**src/rtl/seq_div_pkg.sv**
```systemverilog
// Shared definitions for the seq_div sequential restoring divider:
// FSM states, the default operand width and the iteration counter width.
package seq_div_pkg;

  localparam int DEFAULT_WIDTH = 16;

  typedef enum logic [1:0] {
    IDLE,
    CALC,
    FIX,
    DONE
  } state_e;

  // One extra bit lets the counter hold WIDTH itself without wrapping.
  function automatic int ctrWidth(input int width);
    return $clog2(width) + 1;
  endfunction

endpackage

```
**src/rtl/seq_div_step.sv**
```systemverilog
// Combinational single iteration of the restoring divider: shift one dividend
// bit into the partial remainder, trial-subtract the divisor, emit a quotient bit.
module seq_div_step #(
  parameter int WIDTH = 16
) (
  input  logic [WIDTH-1:0] rem_i,
  input  logic             dvdMsb_i,
  input  logic [WIDTH-1:0] dvs_i,
  output logic [WIDTH-1:0] remNext_o,
  output logic             qBit_o
);

  logic [WIDTH:0] trial;

  // The trial remainder is one bit wider than the operands so the compare
  // against the divisor can never overflow; the result always fits back in WIDTH.
  always_comb begin
    trial     = {rem_i, dvdMsb_i};
    qBit_o    = (trial >= {1'b0, dvs_i});
    remNext_o = qBit_o ? WIDTH'(trial - {1'b0, dvs_i}) : trial[WIDTH-1:0];
  end

endmodule

```
**src/rtl/seq_div.sv**
```systemverilog
// Sequential restoring divider, one quotient bit per clock, RISC-V DIV/REM corner cases.
// Define SEQ_DIV_SIGNED_EN for two's complement operands; otherwise operands are unsigned.
module seq_div
  import seq_div_pkg::*;
#(
  parameter int WIDTH = DEFAULT_WIDTH
) (
  input  logic             clk,
  input  logic             reset,
  input  logic             start,
  input  logic [WIDTH-1:0] a,
  input  logic [WIDTH-1:0] b,
  output logic [WIDTH-1:0] q,
  output logic [WIDTH-1:0] r,
  output logic             rdy,
  output logic             busy,
  output logic             dbz
);

  localparam int CW = ctrWidth(WIDTH);

  state_e           state_q, state_d;
  logic [CW-1:0]    ctr_q, ctr_d;
  logic [WIDTH-1:0] rem_q, rem_d;
  logic [WIDTH-1:0] dvd_q, dvd_d;
  logic [WIDTH-1:0] dvs_q, dvs_d;
  logic [WIDTH-1:0] q_q, q_d;
  logic [WIDTH-1:0] r_q, r_d;
  logic             sa_q, sa_d;
  logic             sb_q, sb_d;
  logic             zdiv_q, zdiv_d;
  logic             rdy_q, rdy_d;
  logic             busy_q, busy_d;
  logic             dbz_q, dbz_d;

  logic             signA, signB;
  logic [WIDTH-1:0] magA, magB;
  logic [WIDTH-1:0] stepRem;
  logic             stepBit;

`ifdef SEQ_DIV_SIGNED_EN
  assign signA = a[WIDTH-1];
  assign signB = b[WIDTH-1];
`else
  assign signA = 1'b0;
  assign signB = 1'b0;
`endif

  assign magA = signA ? -a : a;
  assign magB = signB ? -b : b;

  seq_div_step #(
    .WIDTH(WIDTH)
  ) u_step (
    .rem_i    (rem_q),
    .dvdMsb_i (dvd_q[WIDTH-1]),
    .dvs_i    (dvs_q),
    .remNext_o(stepRem),
    .qBit_o   (stepBit)
  );

  always_ff @(posedge clk or posedge reset) begin
    if (reset) begin
      state_q <= IDLE;
      ctr_q   <= '0;
      rem_q   <= '0;
      dvd_q   <= '0;
      dvs_q   <= '0;
      q_q     <= '0;
      r_q     <= '0;
      sa_q    <= 1'b0;
      sb_q    <= 1'b0;
      zdiv_q  <= 1'b0;
      rdy_q   <= 1'b0;
      busy_q  <= 1'b0;
      dbz_q   <= 1'b0;
    end else begin
      state_q <= state_d;
      ctr_q   <= ctr_d;
      rem_q   <= rem_d;
      dvd_q   <= dvd_d;
      dvs_q   <= dvs_d;
      q_q     <= q_d;
      r_q     <= r_d;
      sa_q    <= sa_d;
      sb_q    <= sb_d;
      zdiv_q  <= zdiv_d;
      rdy_q   <= rdy_d;
      busy_q  <= busy_d;
      dbz_q   <= dbz_d;
    end
  end

  // The quotient is shifted into the low end of the dividend register as the
  // dividend bits leave its top, so dvd_q holds the raw quotient after WIDTH steps.
  always_comb begin
    state_d = state_q;
    ctr_d   = ctr_q;
    rem_d   = rem_q;
    dvd_d   = dvd_q;
    dvs_d   = dvs_q;
    q_d     = q_q;
    r_d     = r_q;
    sa_d    = sa_q;
    sb_d    = sb_q;
    zdiv_d  = zdiv_q;
    rdy_d   = rdy_q;
    busy_d  = busy_q;
    dbz_d   = dbz_q;

    unique case (state_q)
      IDLE, DONE: begin
        // First DONE cycle publishes rdy; results were loaded on the FIX edge.
        if (state_q == DONE && busy_q) begin
          rdy_d  = 1'b1;
          busy_d = 1'b0;
        end else if (start && !busy_q) begin
          rdy_d  = 1'b0;
          busy_d = 1'b1;
          sa_d   = signA;
          sb_d   = signB;
          ctr_d  = '0;
          if (b == '0) begin
            zdiv_d  = 1'b1;
            rem_d   = a;
            dvd_d   = '0;
            dvs_d   = '0;
            state_d = FIX;
          end else begin
            zdiv_d  = 1'b0;
            rem_d   = '0;
            dvd_d   = magA;
            dvs_d   = magB;
            state_d = CALC;
          end
        end
      end

      CALC: begin
        rem_d = stepRem;
        dvd_d = {dvd_q[WIDTH-2:0], stepBit};
        ctr_d = ctr_q + CW'(1);
        if (ctr_q == CW'(WIDTH - 1)) begin
          state_d = FIX;
        end
      end

      FIX: begin
        // The W-bit negate maps the signed overflow case to itself with no special handling.
        if (zdiv_q) begin
          q_d = '1;
          r_d = rem_q;
        end else begin
          q_d = (sa_q ^ sb_q) ? -dvd_q : dvd_q;
          r_d = sa_q ? -rem_q : rem_q;
        end
        dbz_d   = zdiv_q;
        state_d = DONE;
      end

      default: begin
        state_d = IDLE;
      end
    endcase
  end

  assign q    = q_q;
  assign r    = r_q;
  assign rdy  = rdy_q;
  assign busy = busy_q;
  assign dbz  = dbz_q;

endmodule

```
**config.mk**
```make
export PLATFORM = sky130hd
export DESIGN_NAME = seq_div
export DESIGN_NICKNAME = d
export VERILOG_FILES = /design/src/rtl/seq_div_pkg.sv /design/src/rtl/seq_div_step.sv /design/src/rtl/seq_div.sv
export SDC_FILE = /design/constraint.sdc
export NUM_CORES = 1
export LEC_CHECK = 0
export BUFFER_PORTS_ARGS = -buffer_cell sky130_fd_sc_hd__buf_2
export CORE_ASPECT_RATIO = 1.25
export CORE_UTILIZATION = 50
export DETAILED_ROUTE_END_ITERATION = 8
export HOLD_SLACK_MARGIN = 0.12
export PLACE_DENSITY = 0.69
export SKIP_LAST_GASP = 1
export SYNTH_ARGS = -nofsm -noshare
export SYNTH_HDL_FRONTEND = slang
export SYNTH_SLANG_ARGS = --single-unit
```
**constraint.sdc**
```tcl
create_clock -name clk -period 5.1 [get_ports clk]
set_input_delay 0.255 -clock clk [delete_from_list [all_inputs] [get_ports clk]]
set_output_delay 0.255 -clock clk [all_outputs]
set_load 0.01 [all_outputs]
```
==> results of run 1 <==
## sequential cells by signal, indices dropped and copies added, names as in the netlist
| name | cells |
|---|---|
| ctr_q | 5 |
| rem_q | 16 |
| dvs_q | 16 |
| busy | 1 |
| zdiv_q | 1 |
| r | 16 |
| q | 16 |
| dvd_q | 16 |
| rdy | 1 |
| dbz | 1 |
| state_q | 2 |
## logic make-up after synthesis
kind of cell | Yosys count | synth area share
AOI/OAI and AO/OA | 160 | 0.186
and+or+nand+nor | 145 | 0.130
DFF | 91 | 0.455
buffers and inverters | 55 | 0.0468
muxes | 48 | 0.105
adders and majority gates | 22 | 0.0565
xor gates and xnor gates | 12 | 0.0210
## cell usage after synthesis, drive strengths merged, types with 2 or more instances
library cell / count / area, µm²
buf: 8 / 57.6
mux2i: 14 / 140
a31oi: 3 / 18.8
mux2: 34 / 383
a21o: 2 / 15.0
a21oi: 72 / 360
nand3: 5 / 25.0
nand2: 38 / 143
a211oi: 5 / 37.5
ha: 21 / 263
nor3: 3 / 15.0
xnor2: 5 / 43.8
nor2: 66 / 250
dfrtp: 91 / 2280
and3: 20 / 125
o21ai: 46 / 230
clkbuf: 24 / 90.1
o31a: 2 / 26.3
o22ai: 11 / 68.8
and4: 2 / 17.5
nor4: 4 / 25.0
nand4: 3 / 18.8
inv: 23 / 86.3
o21a: 6 / 45.0
xor2: 7 / 61.3
## per-stage QoR
| step | utilization | area (µm²) | worst slack [ps] | hold slack [ps] | power [mW] |
|---|---|---|---|---|---|
| final | 0.592 | 5720 | 1860 | 156 | 4.65 |
| after global placement | 0.560 | 5410 | 2060 | 381 | 3.90 |
| after detailed placement | 0.560 | 5410 | 1990 | 393 | 3.95 |
| after floorplan | - | 5000 | 2480 | 406 | 3.32 |
| after CTS | 0.592 | 5720 | 1890 | 150 | 4.65 |
| after global routing | 0.592 | 5720 | 1700 | 153 | 5.04 |
## cell usage in the layout (no fill, tap or decap), types with 6 or more instances in the layout
cell / count
nand2_1: 38
ha_1: 20
nor2_1: 65
o21a_1: 6
clkbuf_16: 9
buf_2: 69
mux2i_1: 14
and3_1: 20
o21ai_0: 43
xor2_1: 7
a21oi_1: 72
dfrtp_1: 91
mux2_2: 34
inv_1: 22
o22ai_1: 11
## final timing paths
| kind | cells after the start | startpoint | endpoint |
|---|---|---|---|
| min | 2 | b[10] | dvs_q[10] |
| min in group asynchronous | 3 | reset | state_q[0] |
| max | 8 | rem_q[0] | rem_q[0] |
| max reg2reg | 8 | rem_q[0] | rem_q[0] |
| min reg2reg | 1 | ctr_q[3] | ctr_q[3] |
| max in group asynchronous | 4 | reset | dvd_q[1] |
## what timing repair did
item | CTS | global route
hold buffers | 1 | 0
endpoints found under the hold margin | 41 | 0
buffers inserted | 0 | 0
endpoints found under the setup margin | 0 | 0
## where the power goes
group / internal (mW) / switching [mW] / total, mW
registers: 1.07 / 0.240 / 1.31
logic: 1.11 / 1.55 / 2.66
clock network: 0.382 / 0.297 / 0.679
## layout make-up
class	instances	area share
inverter	23	0.0153
tap	126	0.0276
timing repair buffer	74	0.0674
sequential	91	0.398
clock inverter	7	0.0131
clock buffer	9	0.0394
multi-input combinational	387	0.439
## worst register-to-register path, stage by stage (launching register included)
cell	delay, ps
dfrtp_1	460
ha_1	360
nor2b_4	140
o31a_4	310
o2111ai_4	220
a31oi_1	140
o2bb2ai_2	910
mux2_2	420
o22ai_1	180
## routing by layer
layer / track usage / vias up / part of all wire
met2: 0.381 / 112 / 0.48
met3: 0.0473 / 16 / 0.042
met4: 0.0910 / 0 / 0.020
met5: 0 / - / 0
li1: - / 1995 / -
met1: 0.318 / 1917 / 0.46
==> impl_metrics.py, run 1 <==
metrics = {
    "placement": {
        "port-buffer-count": 69,
        "place.detailed.instances": 700,
        "hpwlAfterDp_mm": 8.40,
        "place.gp.congestion": 0.825,
    },
    "timing": {
        "minimum_clock_period_after_layout_ps": 3240,
        "skew_ps": 10.4,
        "setup_viol": 0,
        "rsz0062_at_grt": "false",
        "worst-slew-pin-transition_ps": 1130,
        "fin_crit_sh": 0.636,
        "finalSetupTns_ps": 0,
        "timing.final.hold_violations": 0,
        "finalMaxSlewViolations": 0,
        "slew_headroom": 0.239,
        "peak_clock_frequency_supported_by_timing_mhz": 308,
    },
    "pwr": {
        "ir_drop_worst_case_vdd_mv": 0.320,
        "leak_nw": 2.75,
        "power.density_cell_area_nw_per_um2": 812,
    },
    "finish": {
        "final_layout_size_suffix_gt1_frac": 0.225,
        "finish.cell_count_without_fillers": 717,
        "seq_area_um2": 2280,
        "multi_input_comb_area_um2": 2510,
        "antenna_cells": 0,
        "final_stage_net_count": 643,
        "final.fill_count": 848,
        "area_growth_syn_to_layout_pct": 14.3,
    },
    "setup_path": {
        "critical_path.slowest_cell": "o2bb2ai_2",
        "critical_path_s_top_delay_family": "compound AO/OA/AOI/OAI gates",
        "crit_path_max_cell_delay_ps": 910,
        "critPathMaxFanout": 18,
        "critPathCaptureType": "flop",
        "r2r_slack_ps": 1860,
        "critPathLaunchType": "flop",
        "cp_num_buf_inv": 0,
        "timing.setup.critical_path_class": "reg -> reg",
        "critPathRequiredTime_ps": 5350,
        "cp_data_arrival_time_ps": 3500,
        "cp_cell_sequence": "ha_1, nor2b_4, o31a_4, o2111ai_4, a31oi_1, o2bb2ai_2, mux2_2, o22ai_1",
    },
    "floorplan": {
        "core_um2": 9660,
        "die_y_um": 114,
        "design.portCount": 70,
        "floorplan.die.width_um": 91.5,
        "floorplan.die_area_um2": 10400,
        "start_util": 0.518,
        "number_of_standard_cell_rows_in_the_floorplan": 40,
    },
    "clock_network": {
        "clock_path_buffers": 2,
        "clock_tree_from_tritoncts": "done",
        "htree_levels": 3,
        "clock_insertion_delay_worst_skew_ps": 350,
        "cts_root_cell": "clkbuf_16",
        "post_cts.resized_instances": 0,
        "clock-sinks": 91,
        "clk_pin_slew_worst_paths_ps": 70,
        "cts-buffers-inserted": 9,
    },
    "drt": {
        "drt.antenna.violating_nets": 0,
        "via_count": 4040,
        "remaining_design_rule_violation_count": 0,
        "detail_route.wl_per_cell_um": 16.3,
        "detail_route.iter0.violations": 181,
        "dr.pass1.iters": 4,
        "drt_wl_total_mm": 11.7,
        "vias_per_cell": 5.63,
    },
    "global_routing": {
        "pin_count_of_the_biggest_net_entering_global_routing": 51,
        "number_of_global_route_vias_before_repair": 3828,
        "total_congestion_overflow_after_global_routing": 0,
        "global_route.usage.total": 0.238,
        "antenna_violations_before_repair": 0,
        "global_route_wire_length_before_repair_mm": 19.2,
    },
    "synthesis": {
        "synth_seq_area_share": 0.455,
        "synth-seq-cells": 91,
        "yosys_warnings": 0,
        "most_frequently_used_flop_master_after_synthesis": "dfrtp_1",
        "netlist_area_um2": 5000,
        "average_cell_area_after_synthesis_um2": 9.39,
        "synth_enable_flop_cells": 0,
        "synth_nets": 590,
        "yosysUniqueCellTypes": 49,
        "synth_async_sr_flop_share": 1.00,
        "synthesis.instances": 533,
    },
    "hold_path": {
        "min_path_type": "in -> reg",
    },
    "run": {
        "maxCapViolations": 0,
    },
    "status": {
        "status": "finished clean",
    },
}
(Power assumes the default switching activity.)
==> run 2, diff against run 1 <==
Clock period 5.1 ns to 3 ns, I/O delays scaled along.
==> impl_metrics.py, run 2 (synthesized netlist as in run 1, its figures left out) <==
metrics = {
    "drt": {
        "detail_route.iter0.violations": 276,
        "drt.antenna.violating_nets": 0,
        "dr.pass1.iters": 5,
        "drt_wl_total_mm": 12.4,
        "via_count": 4198,
        "remaining_design_rule_violation_count": 0,
        "vias_per_cell": 5.63,
        "detail_route.wl_per_cell_um": 16.6,
    },
    "hold_path": {
        "hold_path_end": "rem_q[5]",
        "min_path_type": "in -> reg",
        "hold_path_startpoint": "a[5]",
        "min_delay_path_depth": 3,
    },
    "floorplan": {
        "floorplan.die_area_um2": 10400,
        "floorplan.die.width_um": 91.5,
        "start_util": 0.518,
        "core_um2": 9660,
        "die_y_um": 114,
        "design.portCount": 70,
        "number_of_standard_cell_rows_in_the_floorplan": 40,
    },
    "placement": {
        "place.gp.congestion": 0.921,
        "hpwlAfterDp_mm": 9.01,
        "port-buffer-count": 69,
        "post_dp_cell_area_um2": 5530,
    },
    "timing": {
        "finalMaxSlewViolations": 0,
        "rsz0062_at_grt": "false",
        "timing.final.hold_violations": 0,
        "peak_clock_frequency_supported_by_timing_mhz": 362,
        "slew_headroom": 0.444,
        "minimum_clock_period_after_layout_ps": 2760,
        "setup_viol": 0,
        "fin_crit_sh": 0.921,
        "worst-slew-pin-transition_ps": 833,
        "skew_ps": 10.3,
        "finalSetupTns_ps": 0,
    },
    "global_routing": {
        "antenna_violations_before_repair": 0,
        "global_route_wire_length_before_repair_mm": 20.5,
        "global_route.usage.total": 0.252,
        "total_congestion_overflow_after_global_routing": 0,
        "pin_count_of_the_biggest_net_entering_global_routing": 48,
        "number_of_global_route_vias_before_repair": 4049,
    },
    "clock_network": {
        "clock_path_buffers": 2,
        "clk_pin_slew_worst_paths_ps": 70,
        "htree_levels": 3,
        "clock_insertion_delay_worst_skew_ps": 350,
        "clock-sinks": 91,
        "clock_tree_from_tritoncts": "done",
        "cts-buffers-inserted": 9,
        "cts_root_cell": "clkbuf_16",
    },
    "setup_path": {
        "r2r_slack_ps": 240,
        "r2r-end": "rem_q[12]",
        "critPathCaptureType": "flop",
        "critPathLaunchType": "flop",
        "critPathRequiredTime_ps": 3230,
        "critPathMaxFanout": 4,
        "critical_path.slowest_cell": "a211oi_1",
        "cp_cell_sequence": "inv_1, ha_1, inv_1, fa_1, a211oi_1, o21ai_0, a211oi_1, o221ai_1, xor2_1, mux2i_1, a21oi_1",
        "crit_path_max_cell_delay_ps": 430,
        "worstRegToRegCells": 11,
        "cp_data_arrival_time_ps": 2990,
        "timing.setup.critical_path_class": "reg -> reg",
        "startpoint_of_the_most_critical_register_to_register_path": "dvd_q[15]",
    },
    "pwr": {
        "power.density_cell_area_nw_per_um2": 1360,
        "ir_drop_worst_case_vdd_mv": 0.705,
        "fin_total_pwr_mw": 8.16,
        "leak_nw": 2.91,
    },
    "status": {
        "status": "finished clean",
    },
    "finish": {
        "area_growth_syn_to_layout_pct": 20.3,
        "final_stage_net_count": 672,
        "mostFrequentLayoutCells": "dfrtp_1, a21oi_1, buf_2, nor2_1, o21ai_0",
        "antenna_cells": 0,
        "final_layout_size_suffix_gt1_frac": 0.234,
        "stdcell_area_um2": 6020,
        "mostFrequentLayoutCell": "dfrtp_1",
    },
    "run": {
        "maxCapViolations": 0,
    },
}
run 2: worst max-delay path: cells and delay by family (launching register included):
kind,cells,cell delay [ps]
flip-flops,1,380
adder cells (fa/ha/maj),2,630
AO/OA/AOI/OAI,5,1150
multiplexers,1,160
buffers and inverters,2,190
XOR/XNOR,1,160
run 2: area by class of cell:
cell class	count	area (µm²)
Sequential cell	91	2280
Inverter	23	87.6
Clock inverter	5	60.1
Fill cell	812	3640
Tap cell	126	158
Timing Repair Buffer	103	671
Clock buffer	11	253
Multi-Input combinational cell	387	2510
run 2: worst max-delay path by stage:
stage                          from  cells past startpoint  slack [ps]         to
after detailed placement  dvd_q[15]                     11         240  rem_q[12]
after CTS                 dvd_q[15]                     11         210  rem_q[12]
after global placement    dvd_q[15]                     11         300  rem_q[12]
after floorplan               reset                      1         490       busy
after global routing      dvd_q[15]                     11           6  rem_q[12]
final                     dvd_q[15]                     11         240  rem_q[12]
run 2: power by group:
part	internal (mW)	leakage, nW	switching, mW
sequential	1.82	1.12	0.416
combinational	2.05	1.63	2.69
clock	0.694	0.152	0.481
total	4.56	2.91	3.59
run 2: timing repair:
item	4_1_cts	5_1_grt
resized for setup	0	0
hold endpoints to repair	63	0
setup buffers	0	0
hold buffers	18	0
run 2: stage by stage:
| stage | hold slack (ps) | setup slack [ps] | utilization | cells |
|---|---|---|---|---|
| 6_report | 132 | 236 | 0.623 | 746 |
| 5_1_grt | 151 | 5.63 | 0.623 | 746 |
| 4_1_cts | 124 | 207 | 0.623 | 746 |
| 3_5_place_dp | 333 | 236 | 0.572 | 712 |
| 3_3_place_gp | 322 | 301 | 0.572 | 712 |
| 2_1_floorplan | 301 | 486 | - | 533 |
run 2: metal layers:
metal  wire, µm  global-route usage
met5          0                   0
met1       5440               0.328
met2       6390               0.440
met3        381              0.0253
met4        167              0.0889
